--- src/rtl/mem_arbiter_pkg.sv ---
// Shared definitions for the memory arbiter slice.
//   ADDR_W / DATA_W : SRAM word-address and data widths.
//   state_e         : arbiter FSM state encoding.
//   src_e           : which requester owns the transaction in flight.
package mem_arbiter_pkg;

  localparam int ADDR_W = 18;
  localparam int DATA_W = 16;

  typedef enum logic [1:0] {
    ST_IDLE  = 2'd0,
    ST_BUSY  = 2'd1,
    ST_RESP  = 2'd2,
    ST_ERROR = 2'd3
  } state_e;

  typedef enum logic [1:0] {
    SRC_NONE = 2'd0,
    SRC_INIT = 2'd1,
    SRC_EXE  = 2'd2,
    SRC_IF   = 2'd3
  } src_e;

endpackage

--- src/rtl/mem_arbiter_fetch_buf.sv ---
// One-entry instruction fetch buffer (tag, data, valid).
//   clk, rst          : clock, synchronous active-high reset
//   load, load_tag,
//   load_data         : capture a completed fetch and mark the entry valid
//   inv, inv_addr     : a completed write; clears valid when inv_addr matches the tag
//   lookup_addr       : fetch address to compare against the tag
//   hit, hit_data     : combinational hit flag and buffered word
module fetch_buf
  import mem_arbiter_pkg::*;
(
  input  logic              clk,
  input  logic              rst,
  input  logic              load,
  input  logic [ADDR_W-1:0] load_tag,
  input  logic [DATA_W-1:0] load_data,
  input  logic              inv,
  input  logic [ADDR_W-1:0] inv_addr,
  input  logic [ADDR_W-1:0] lookup_addr,
  output logic              hit,
  output logic [DATA_W-1:0] hit_data
);

  logic [ADDR_W-1:0] tag_q, tag_d;
  logic [DATA_W-1:0] data_q, data_d;
  logic              valid_q, valid_d;

  always_comb begin
    tag_d   = tag_q;
    data_d  = data_q;
    valid_d = valid_q;
    if (load) begin
      tag_d   = load_tag;
      data_d  = load_data;
      valid_d = 1'b1;
    end else if (inv && (inv_addr == tag_q)) begin
      valid_d = 1'b0;
    end
  end

  always_ff @(posedge clk) begin
    if (rst) begin
      tag_q   <= '0;
      data_q  <= '0;
      valid_q <= 1'b0;
    end else begin
      tag_q   <= tag_d;
      data_q  <= data_d;
      valid_q <= valid_d;
    end
  end

  assign hit      = valid_q && (tag_q == lookup_addr);
  assign hit_data = data_q;

endmodule

--- src/rtl/mem_arbiter.sv ---
// Three-port SRAM arbiter: boot-loader writes, execute loads/stores and
// instruction fetches share one downstream SRAM engine.
//   init_*  : boot-loader write port (req held until init_ack)
//   exe_*   : execute-stage load/store port (req held until exe_ack)
//   if_*    : instruction-fetch read port (req held until if_ack)
//   rdata   : read data, valid while exe_ack (load) or if_ack is high
//   dn_*    : downstream request/ack handshake to the SRAM engine
//   err     : sticky flag, set when dn_ack fails to arrive within TIMEOUT cycles
// Priority is init > exe > if, except that a fetch pending through
// STARVE_LIMIT consecutive other grants wins the next arbitration.
module mem_arbiter
  import mem_arbiter_pkg::*;
#(
  parameter int STARVE_LIMIT = 4,
  parameter int TIMEOUT      = 15
) (
  input  logic              clk,
  input  logic              rst,
  input  logic              init_req,
  input  logic [ADDR_W-1:0] init_addr,
  input  logic [DATA_W-1:0] init_wdata,
  output logic              init_ack,
  input  logic              exe_req,
  input  logic              exe_we,
  input  logic [ADDR_W-1:0] exe_addr,
  input  logic [DATA_W-1:0] exe_wdata,
  output logic              exe_ack,
  input  logic              if_req,
  input  logic [ADDR_W-1:0] if_addr,
  output logic              if_ack,
  output logic [DATA_W-1:0] rdata,
  output logic              dn_req,
  output logic              dn_we,
  output logic [ADDR_W-1:0] dn_addr,
  output logic [DATA_W-1:0] dn_wdata,
  input  logic              dn_ack,
  input  logic [DATA_W-1:0] dn_rdata,
  output logic              err
);

  localparam int SC_W = $clog2(STARVE_LIMIT + 1);
  localparam int TM_W = $clog2(TIMEOUT + 1);

  state_e            state_q, state_d;
  src_e              src_q, src_d;
  src_e              win;
  logic              we_q, we_d;
  logic [ADDR_W-1:0] addr_q, addr_d;
  logic [DATA_W-1:0] wdata_q, wdata_d;
  logic [DATA_W-1:0] rdata_q, rdata_d;
  logic [SC_W-1:0]   starve_q, starve_d;
  logic [TM_W-1:0]   timer_q, timer_d;
  logic              err_q, err_d;

  logic              buf_load, buf_inv, buf_hit;
  logic [DATA_W-1:0] buf_data;

  fetch_buf u_fetch_buf (
    .clk        (clk),
    .rst        (rst),
    .load       (buf_load),
    .load_tag   (addr_q),
    .load_data  (dn_rdata),
    .inv        (buf_inv),
    .inv_addr   (addr_q),
    .lookup_addr(if_addr),
    .hit        (buf_hit),
    .hit_data   (buf_data)
  );

  // State register
  always_ff @(posedge clk) begin
    if (rst) begin
      state_q  <= ST_IDLE;
      src_q    <= SRC_NONE;
      we_q     <= 1'b0;
      addr_q   <= '0;
      wdata_q  <= '0;
      rdata_q  <= '0;
      starve_q <= '0;
      timer_q  <= '0;
      err_q    <= 1'b0;
    end else begin
      state_q  <= state_d;
      src_q    <= src_d;
      we_q     <= we_d;
      addr_q   <= addr_d;
      wdata_q  <= wdata_d;
      rdata_q  <= rdata_d;
      starve_q <= starve_d;
      timer_q  <= timer_d;
      err_q    <= err_d;
    end
  end

  // Next-state and datapath
  always_comb begin
    state_d  = state_q;
    src_d    = src_q;
    we_d     = we_q;
    addr_d   = addr_q;
    wdata_d  = wdata_q;
    rdata_d  = rdata_q;
    starve_d = starve_q;
    timer_d  = timer_q;
    err_d    = err_q;
    win      = SRC_NONE;
    buf_load = 1'b0;
    buf_inv  = 1'b0;

    unique case (state_q)
      ST_IDLE: begin
        if (if_req && (starve_q == SC_W'(STARVE_LIMIT))) win = SRC_IF;
        else if (init_req)                                win = SRC_INIT;
        else if (exe_req)                                 win = SRC_EXE;
        else if (if_req)                                  win = SRC_IF;
        src_d = win;

        case (win)
          SRC_INIT: begin
            we_d    = 1'b1;
            addr_d  = init_addr;
            wdata_d = init_wdata;
          end
          SRC_EXE: begin
            we_d    = exe_we;
            addr_d  = exe_addr;
            wdata_d = exe_wdata;
          end
          SRC_IF: begin
            we_d   = 1'b0;
            addr_d = if_addr;
          end
          default: ;
        endcase

        if (win == SRC_IF) begin
          starve_d = '0;
          // A buffered fetch bypasses the downstream engine entirely.
          if (buf_hit) begin
            state_d = ST_RESP;
            rdata_d = buf_data;
          end else begin
            state_d = ST_BUSY;
            timer_d = '0;
          end
        end else if (win != SRC_NONE) begin
          state_d = ST_BUSY;
          timer_d = '0;
          if (if_req && (starve_q != SC_W'(STARVE_LIMIT)))
            starve_d = starve_q + SC_W'(1);
        end
      end

      ST_BUSY: begin
        if (dn_ack) begin
          state_d = ST_RESP;
          rdata_d = dn_rdata;
          // Writes invalidate a stale buffered fetch; fetches refill it.
          if (we_q)                 buf_inv  = 1'b1;
          else if (src_q == SRC_IF) buf_load = 1'b1;
        end else if (timer_q == TM_W'(TIMEOUT - 1)) begin
          state_d = ST_ERROR;
          err_d   = 1'b1;
          timer_d = timer_q + TM_W'(1);
        end else begin
          timer_d = timer_q + TM_W'(1);
        end
      end

      ST_RESP:  state_d = ST_IDLE;

      ST_ERROR: ;
    endcase
  end

  // Outputs
  always_comb begin
    dn_req   = (state_q == ST_BUSY);
    dn_we    = (state_q == ST_BUSY) && we_q;
    dn_addr  = addr_q;
    dn_wdata = wdata_q;
    init_ack = (state_q == ST_RESP) && (src_q == SRC_INIT);
    exe_ack  = (state_q == ST_RESP) && (src_q == SRC_EXE);
    if_ack   = (state_q == ST_RESP) && (src_q == SRC_IF);
    rdata    = rdata_q;
    err      = err_q;
  end

endmodule
--- config.mk ---
export PLATFORM = sky130hd
export DESIGN_NAME = mem_arbiter
export DESIGN_NICKNAME = d
export VERILOG_FILES = /design/src/rtl/mem_arbiter_pkg.sv /design/src/rtl/mem_arbiter_fetch_buf.sv /design/src/rtl/mem_arbiter.sv
export SDC_FILE = /design/constraint.sdc
export NUM_CORES = 1
export LEC_CHECK = 0
export BUFFER_PORTS_ARGS = -buffer_cell sky130_fd_sc_hd__buf_2
export CORE_UTILIZATION = 54
export CTS_CLUSTER_DIAMETER = 100
export DETAILED_ROUTE_END_ITERATION = 16
export GPL_TIMING_DRIVEN = 0
export PLACE_DENSITY = 0.93
export SYNTH_ARGS = -nofsm -noshare
export SYNTH_HDL_FRONTEND = slang
export SYNTH_SLANG_ARGS = --single-unit
--- constraint.sdc ---
create_clock -name clk -period 4.5 [get_ports clk]
set_clock_uncertainty 0.2 [all_clocks]
set_input_delay 0.225 -clock clk [delete_from_list [all_inputs] [get_ports clk]]
set_output_delay 0.225 -clock clk [all_outputs]
set_load 0.03 [all_outputs]
== After elaboration in Yosys (flattened, before gate mapping) ==
Cells that the tools add are included.

* Flip-flop bits (word level): 98
* Input bits: 109
* Output and inout bits: 56

* Add/subtract/negate cells: 2
* Equal/unequal tests: 20
* Mux-type cells: 35
* Bitwise gates (word level): 1
* Reduce and logical (&&, ||, !) cells: 24

{| class="wikitable"
|+ Operator list
! operator !! number
|-
| $pmux W16 S2 || 2
|-
| $pmux W18 S3 || 1
|-
| $mux W16 || 3
|-
| $eq A18 B18 Y1 || 2
|-
| $mux W2 || 10
|-
| $mux W4 || 4
|-
| $reduce_bool A2 Y1 || 6
|-
| $eq A2 B2 Y1 const B || 5
|-
| $mux W1 || 9
|-
| $mux W3 || 3
|-
| $ne A3 B3 Y1 const B || 3
|-
| $reduce_and A3 Y1 || 3
|-
| $logic_and A1 B1 Y1 || 8
|-
| $pmux W4 S2 || 1
|-
| $reduce_and A4 Y1 || 2
|-
| $eq A2 B1 Y1 const B || 3
|-
| $ne A2 B2 Y1 const B || 3
|-
| $pmux W2 S3 || 1
|-
| $reduce_bool A3 Y1 || 2
|-
| $add A4 B1 Y4 const B || 1
|-
| $eq A4 B4 Y1 const B || 1
|-
| $reduce_and A2 Y1 || 2
|-
| $add A3 B1 Y3 const B || 1
|-
| $eq A3 B3 Y1 const B || 1
|-
| 5 further kinds || 5
|}

== Logic depth before layout (Yosys ltp) ==
Gate-level depths: netlist (run 1).

* Depth after elaboration: 9
* Mapped depth: 13
* Gate-level depth less buffers: 12

== By module ==
From an unflattened synthesis (run 1), not the netlist that was laid out.

* Cells, all modules: 526
* Area total of the unflattened synthesis: 4889.7 sq um

{| class="wikitable"
|+ By module, submodules not included
! module !! times used !! cells an instance !! area an instance (sq um) !! sequential area each (sq um)
|-
| mem_arbiter || 1 || 364 || 3271.9 || 1261.2
|-
| fetch_buf || 1 || 162 || 1617.8 || 700.7
|}

== Worst setup path before layout (run 1) ==
Ideal clock, no wire load.

* Path kind: reg-to-reg
* From: register starve_q[0]
* To: register rdata_q[7], in the netlist rdata[7]
* Data arrival time: 2.094 ns
* Path slack: 2.087 ns
* Stages on the path, launching flop included: 14
* Buffers on the path: 1
* Cells stage by stage: dfxtp_1 -> inv_1 -> ha_1 -> nand2_1 -> nand2_1 -> a21oi_1 -> inv_1 -> ha_1 -> and3_1 -> nand4_1 -> nor2_2 -> o21ai_2 -> buf_6 -> o21ai_1

* Longest elaborated chain between the ends: 7

{| class="wikitable"
|+ RTL lines
! what !! RTL line !! RTL
|-
| start: declaration || mem_arbiter.sv:51 || <nowiki>logic [SC_W-1:0] starve_q, starve_d;</nowiki>
|-
| start signal: assignment || mem_arbiter.sv:90 || <nowiki>starve_q <= starve_d;</nowiki>
|-
| $eq A3 B3 Y1 || mem_arbiter.sv:113 || <nowiki>if (if_req && (starve_q == SC_W'(STARVE_LIMIT))) win = SRC_IF;</nowiki>
|-
| $logic_and A1 B1 Y1 || mem_arbiter.sv:113 ||
|-
| $mux W2 || mem_arbiter.sv:113 ||
|-
| $mux W2 || mem_arbiter.sv:111 || <nowiki>unique case (state_q)</nowiki>
|-
| $eq A2 B2 Y1 || mem_arbiter.sv:137 || <nowiki>if (win == SRC_IF) begin</nowiki>
|-
| $ne A2 B2 Y1 (no line) || - ||
|-
| $reduce_and A4 Y1 (no line) || - ||
|-
| end signal: assignment || mem_arbiter.sv:89 || <nowiki>rdata_q <= rdata_d;</nowiki>
|-
| end: declaration || mem_arbiter.sv:50 || <nowiki>logic [DATA_W-1:0] rdata_q, rdata_d;</nowiki>
|}

No other way between the ends. The select of a mux whose other input is x is not followed.
A chain may end at the register's enable or synchronous reset.

== Final worst setup path (run 1) ==
* From: register starve_q[0]
* To: register addr_q[14], in the netlist dn_addr[14]

* Longest elaborated chain between the ends: 7
* Elaborated cells between the ends (all ways): 10
* Classes of those cells: 4 x eq/ne; 3 x mux; 3 x reduce/logical

{| class="wikitable"
|+ RTL lines
! what !! RTL line !! RTL
|-
| $eq A3 B3 Y1 (*) || mem_arbiter.sv:113 ||
|-
| $logic_and A1 B1 Y1 (*) || mem_arbiter.sv:113 ||
|-
| $mux W2 (*) || mem_arbiter.sv:113 ||
|-
| $mux W2 (*) || mem_arbiter.sv:111 ||
|-
| $eq A2 B2 Y1 / $eq A2 B1 Y1 (equally long branches) || mem_arbiter.sv:119 || <nowiki>case (win)</nowiki>
|-
| $reduce_bool A3 Y1 (no line) || - ||
|-
| $reduce_and A2 Y1 (no line) || - ||
|-
| end signal: assignment || mem_arbiter.sv:87 || <nowiki>addr_q <= addr_d;</nowiki>
|-
| end: declaration || mem_arbiter.sv:48 || <nowiki>logic [ADDR_W-1:0] addr_q, addr_d;</nowiki>
|}

Mark *: on every way between the ends. The rest lies on a longest branch, timed or not. The select of a mux whose other input is x is not followed.

==> results of run 1 <==
## logic make-up (layout without fill, tap and decap cells)
family / Yosys count / count (layout) / synth area share [%]
DFF: 98 / 98 / 40.6
and+or+nand+nor: 229 / 229 / 21.2
AOI/OAI and AO/OA: 165 / 165 / 20.3
buffers and inverters: 51 / 293 / 4.69
xor gates and xnor gates: 38 / 38 / 6.89
muxes: 17 / 17 / 3.52
adders and majority gates: 11 / 11 / 2.85
## registers in the layout (all words and copies together) (netlist names)
register,flops
dn_addr,18
u_fetch_buf.tag_q,18
dn_wdata,16
rdata,16
u_fetch_buf.hit_data,16
timer_q,4
starve_q,3
src_q,2
state_q,2
err,1
u_fetch_buf.valid_q,1
we_q,1
## stage by stage
step / setup slack, ns / power [mW] / area, um2 / instances / hold slack [ns]
2_1_floorplan: 2.09 / 2.13 / 4830 / 609 / 0.161
3_3_place_gp: 1.63 / 2.49 / 5790 / 881 / 0.237
3_5_place_dp: 1.46 / 2.54 / 5790 / 881 / 0.247
4_1_cts: 0.887 / 3.15 / 6580 / 959 / 0.00194
5_1_grt: 0.443 / 3.40 / 6580 / 959 / 0.0138
6_report: 0.590 / 3.27 / 6580 / 959 / -0.00277
## critical path: cells and delay by family (launching register included)
kind	cells	cell delay, ns
simple gates	4	0.95
compound gates	2	0.56
buf+inv	4	1.30
flops	1	0.39
fa+ha+maj	2	0.47
## layout make-up
| class | count | area [um2] |
|---|---|---|
| Buffer | 41 | 189 |
| Clock buffer | 11 | 131 |
| Clock inverter | 5 | 40.0 |
| Fill cell | 560 | 2100 |
| Inverter | 10 | 37.5 |
| Multi-Input combinational cell | 460 | 2640 |
| Sequential cell | 98 | 1960 |
| Tap cell | 108 | 135 |
| Timing Repair Buffer | 226 | 1440 |
## worst paths after layout
kind                                                from                       end  slack [ns]  cells after the start
worst min-delay path                       init_wdata[0]               dn_wdata[0]      -0.003                      3
worst max register to register               starve_q[0]               dn_addr[14]        0.59                     12
worst min register to register  u_fetch_buf.hit_data[11]  u_fetch_buf.hit_data[11]        0.26                      2
worst max-delay path                         starve_q[0]               dn_addr[14]        0.59                     12
## per-layer routing
layer,wire (um),part of all wire [%],vias up,GRT usage [%]
met5,0,0,-,0
met4,1040,5.9,0,25.7
met3,1760,10,115,7.12
met2,8390,48,487,62.6
met1,6240,36,2621,40.7
li1,-,-,2592,-
## repair_timing
action,in CTS,in global routing
endpoints found under the setup margin,0,0
hold endpoints to repair,42,0
hold buffers,62,0
## power by group through the flow
stage	Sequential (mW)	Combinational [mW]	Clock (mW)
global route	1.19	1.66	0.556
detailed placement	1.17	1.37	0
global placement	1.17	1.32	0
CTS	1.16	1.48	0.518
floorplan	1.41	0.725	0
finish	1.18	1.55	0.532
## Yosys cell counts (2+ instances only)
cell and instances:
a211oi_1 17, a21oi_1 48, a22oi_1 18, a31oi_1 18, and3_1 4, buf_2 13, buf_6 2, clkbuf_1 24
dfxtp_1 98, ha_1 11, inv_1 10, mux2i_1 17, nand2_1 102, nand3_1 3, nand3b_1 3, nand4_1 2
nor2_1 62, nor2b_1 2, nor3_1 19, nor4_1 5, nor4_2 2, o21ai_0 29, o21ai_1 25, o21ai_2 4
or3_1 18, xnor2_1 2, xor2_1 36
==> reports/qor.csv, run 1 <==
stage,metric,value,unit
outcome,status,"finished, violations left",
outcome,violations,negative hold slack,
placed_design,gp_congestion,0.938,
yosys,syn_area_per_cell,7.93,um2
timing,fin_crit,3.91,ns
power,p_int,1.78,mW
timing,worst_pin_slew,0.754,ns
power,combPwrFrac,47.5,%
yosys,synth_edf_count,0,
finish,areaGrowthSynthToFinish,36.2,%
yosys,synthFlopType,dfxtp_1,
grt,grt_use_total,36.6,%
drt,drc,0,
drt,drt_pre_antenna_iters,7,
timing,relSlewSlack,49.6,%
yosys,synth_cells,609,
critical_path,path_cells,inv_1 -> ha_1 -> nand2_1 -> nand2_1 -> a21oi_1 -> inv_1 -> ha_1 -> nor2_1 -> clkbuf_1 -> nand2_1 -> a31oi_1 -> dlygate4sd3_1,
floorplanning,die_height,96.6,um
finish,num_antenna_cells,0,
floorplanning,coreArea,0.00868,mm2
yosys,synth_seq_cells,98,
timing,setup_violations,0,
power,power_switching,1.49,mW
placed_design,dp_hpwl,10600,um
power,vdd_drop_max,0.347,mV
critical_path,worstPathRequired,4.63,ns
timing,slew_violations,0,
grt,gr-total-overflow,0,
floorplanning,start_util,55.7,%
placed_design,port_buffers,164,
finish,final_cell_mix,"177 x buf_2, 102 x nand2_1, 98 x dfxtp_1, 62 x nor2_1, 62 x dlygate4sd3_1",
yosys,synth_area_leader_cell,dfxtp_1,
floorplanning,die_area,0.00933,mm2
drt,viasPerCell,6.06,
timing,hold_violations,1,
power,switching_share,45.5,%
yosys,ys_top_cells_by_area,"dfxtp_1 41%, nand2_1 7.9%, xor2_1 6.5%",
yosys,yosysWarnings,0,
yosys,synth_nets,729,
power,leakage,2.96,nW
finish,final_common_cell,buf_2,
floorplanning,num_rows,34,
job,drv_cap,0,
drt,vias,5815,
critical_path,endpoint_kind,flip-flop,
timing,fin_tns_setup,0,ns
grt,grt_pass1_wl,25700,um
finish,drive_gt1_share,24.0,%
power,cellPowerDensity,496,mW/mm2
yosys,ys_seq_area_share,40.6,%
timing,holdWs,-0.00277,ns
clock_tree,cts_root_buf,clkbuf_8,
grt,grt_pass1_vias,5485,
grt,antenna_found_initial,0,
critical_path,critPathLaunchType,flip-flop,
yosys,ys_types,42,
critical_path,worstSetupPathType,flip-flop to flip-flop,
clock_tree,cts_buffers,9,
critical_path,crit_top_cell,nand2_1,
clock_tree,cts_max_level,3,
yosys,async_flop_share,0,%
drt,drt_iter0_drc,487,
yosys,syn-cell-area,0.00483,mm2
critical_path,arrival,4.04,ns
floorplanning,die_w,96.6,um
yosys,yosysTopAreaCellShare,40.6,%
critical_path,slowest_delay,0.61,ns
power,clkPwrFrac,16.3,%
drt,routed_wl,17400,um
clock_tree,clockBufferDepth,2,
clock_tree,cts_tree,yes,
critical_path,critPathSlowestCell,nor2_1,
drt,drtAntennaViolNets,0,
clock_tree,clk_pin_slew_worst_paths,0.11,ns
power,p_seq_share,36.2,%
drt,wire_per_inst,18.2,um
timing,rsz0062_at_grt,no,
min_path,hold_class,input pin to flip-flop,
critical_path,critPathMaxFanout,10,
clock_tree,cts_sinks,98,
timing,fmax,0.256,GHz
floorplanning,ios,165,
timing,finalCritPeriodShare,86.9,%
finish,nets,966,
grt,grt_max_degree,17,
clock_tree,clk_latency,0.38,ns
finish,fin_util,75.8,%
clock_tree,cts_resized,0,
clock_tree,cts_setup_buffers,0,
Power figures use the tool's default switching activity.
==> inputs of run 2 (changes only) <==
- CORE_UTILIZATION: 54 -> 51
- PLACE_DENSITY: 0.93 -> 0.89
- SETUP_SLACK_MARGIN: not set -> 0.02
- clock period: 4.5 -> 4.1 ns (I/O delays scaled with it)
==> run 2 against run 1 <==
  * The run now ends clean
  * Sequential power grew 8%
  * First-iteration DRC count down 22%
  * Clock power is 27% higher
  * Global-route usage shrank 3.1 points
  * Sequential cell count is the same
  * Clock-buffer cell count fell by 2
  * Core utilization decreased by 1.8 points
==> reports/qor.csv, run 2 (synthesized netlist as in run 1, its figures left out) <==
stage,metric,value,unit
outcome,status,finished clean,
placed_design,port_buffers,164,
critical_path,critPathMaxFanout,10,
floorplanning,die_area,0.00987,mm2
clock_tree,cts_tree,yes,
min_path,hold_path_depth,3,
grt,grt_max_degree,19,
drt,viasPerCell,5.78,
grt,gr-total-overflow,0,
drt,wire_per_inst,16.6,um
min_path,min_to,dn_wdata[8],
timing,fin_tns_setup,0,ns
critical_path,timing.rr.end,dn_addr[15],
finish,fin_util,74.0,%
timing,holdWs,0.00717,ns
finish,num-fill-cells,626,
critical_path,reg2reg_from,starve_q[0],
clock_tree,cts_sinks,98,
critical_path,crit_top_cell,nand2_1,
drt,drc,0,
floorplanning,die_height,99.3,um
drt,vias,5671,
grt,grt_pass1_wl,26200,um
drt,drt_iter0_drc,379,
power,cellPowerDensity,535,mW/mm2
clock_tree,cts_buffers,9,
drt,drt_pre_antenna_iters,5,
finish,nets,985,
min_path,hold_class,input pin to flip-flop,
critical_path,critPathLaunchType,flip-flop,
placed_design,gp_congestion,0.892,
placed_design,dp_hpwl,10400,um
clock_tree,cts_setup_buffers,0,
floorplanning,start_util,52.5,%
timing,relSlewSlack,44.5,%
finish,final_cell_mix,"177 x buf_2, 102 x nand2_1, 98 x dfxtp_1, 81 x dlygate4sd3_1, 62 x nor2_1",
critical_path,arrival,3.88,ns
clock_tree,clk_latency,0.38,ns
floorplanning,num_rows,35,
grt,grt_pass1_vias,5609,
power,power,3.64,mW
grt,antenna_found_initial,0,
min_path,hold_start,exe_wdata[8],
placed_design,placed_cells,884,
critical_path,r2r_setup_slack,0.35,ns
clock_tree,cts_root_buf,clkbuf_8,
timing,finalCritPeriodShare,91.4,%
clock_tree,cts_max_level,3,
finish,num_antenna_cells,0,
timing,setup_violations,0,
timing,rsz0062_at_grt,no,
power,leakage,3.07,nW
drt,routed_wl,16300,um
clock_tree,hold_buffers,79,
critical_path,critPathSlowestCell,nor2_1,
timing,fmax,0.267,GHz
finish,drive_gt1_share,23.7,%
finish,final_common_cell,buf_2,
power,vdd_drop_max,0.301,mV
critical_path,worstPathRequired,4.23,ns
timing,hold_violations,0,
floorplanning,coreArea,0.00920,mm2
job,drv_cap,0,
floorplanning,ios,165,
critical_path,endpoint_kind,flip-flop,
timing,fin_crit,3.75,ns
finish,areaGrowthSynthToFinish,40.9,%
drt,drtAntennaViolNets,0,
floorplanning,die_w,99.3,um
critical_path,path_cells,inv_1 -> ha_1 -> nand2_1 -> nand2_1 -> a21oi_1 -> inv_1 -> ha_1 -> nor2_1 -> clkbuf_1 -> nand2_1 -> a31oi_1 -> dlygate4sd3_1,
clock_tree,clockBufferDepth,2,
critical_path,r2r_cells,12,
critical_path,slowest_delay,0.66,ns
finish,fin_cells,981,
clock_tree,clk_pin_slew_worst_paths,0.11,ns
timing,slew_violations,0,
clock_tree,cts_resized,0,
grt,grt_use_total,33.6,%
critical_path,worstSetupPathType,flip-flop to flip-flop,
timing,worst_pin_slew,0.830,ns
==> run 2: report_power, final <==
part / leakage, nW / switching (mW) / internal [mW]
sequential: 0.801 / 0.155 / 1.13
clock: 0.104 / 0.381 / 0.294
combinational: 2.16 / 1.07 / 0.620
==> run 2: layout make-up <==
| class | instances | area (um2) | area share [%] |
|---|---|---|---|
| multi-input combinational | 460 | 2640 | 38.8 |
| sequential | 98 | 1960 | 28.8 |
| timing repair buffer | 245 | 1630 | 24.0 |
| buffer | 41 | 189 | 2.78 |
| tap | 111 | 139 | 2.04 |
| clock buffer | 9 | 124 | 1.82 |
| clock inverter | 7 | 82.6 | 1.21 |
| inverter | 10 | 37.5 | 0.551 |
==> run 2: how the worst max path moves through the flow <==
stage	start	to	slack (ns)	cells past startpoint
4_1_cts	starve_q[0]	dn_addr[15]	0.54	12
3_5_place_dp	starve_q[0]	dn_addr[15]	1.11	11
3_3_place_gp	starve_q[0]	dn_addr[15]	1.21	11
2_1_floorplan	starve_q[0]	rdata[7]	1.69	13
5_1_grt	starve_q[0]	dn_addr[15]	0.15	12
6_report	starve_q[0]	dn_addr[15]	0.35	12
==> run 2: layer usage <==
layer	share of wire, %	track usage [%]
met2	47	57.1
met5	0	0
met3	9.3	8.01
met1	39	39.7
met4	4.1	16.5
==> run 2: worst max-delay path, delay by kind of cell, from the launching register on <==
family,cells,cell delay (ns)
AO/OA/AOI/OAI,2,0.54
adder cells (fa/ha/maj),2,0.45
AND/OR/NAND/NOR,4,0.98
flip-flops,1,0.38
buffers and inverters,4,1.15
==> run 2: metrics by stage <==
stage / setup slack, ns / instance area (um2)
floorplan: 1.69 / 4830
detailed placement: 1.11 / 5790
global route: 0.145 / 6810
finish: 0.351 / 6810
global placement: 1.21 / 5790
CTS: 0.542 / 6790
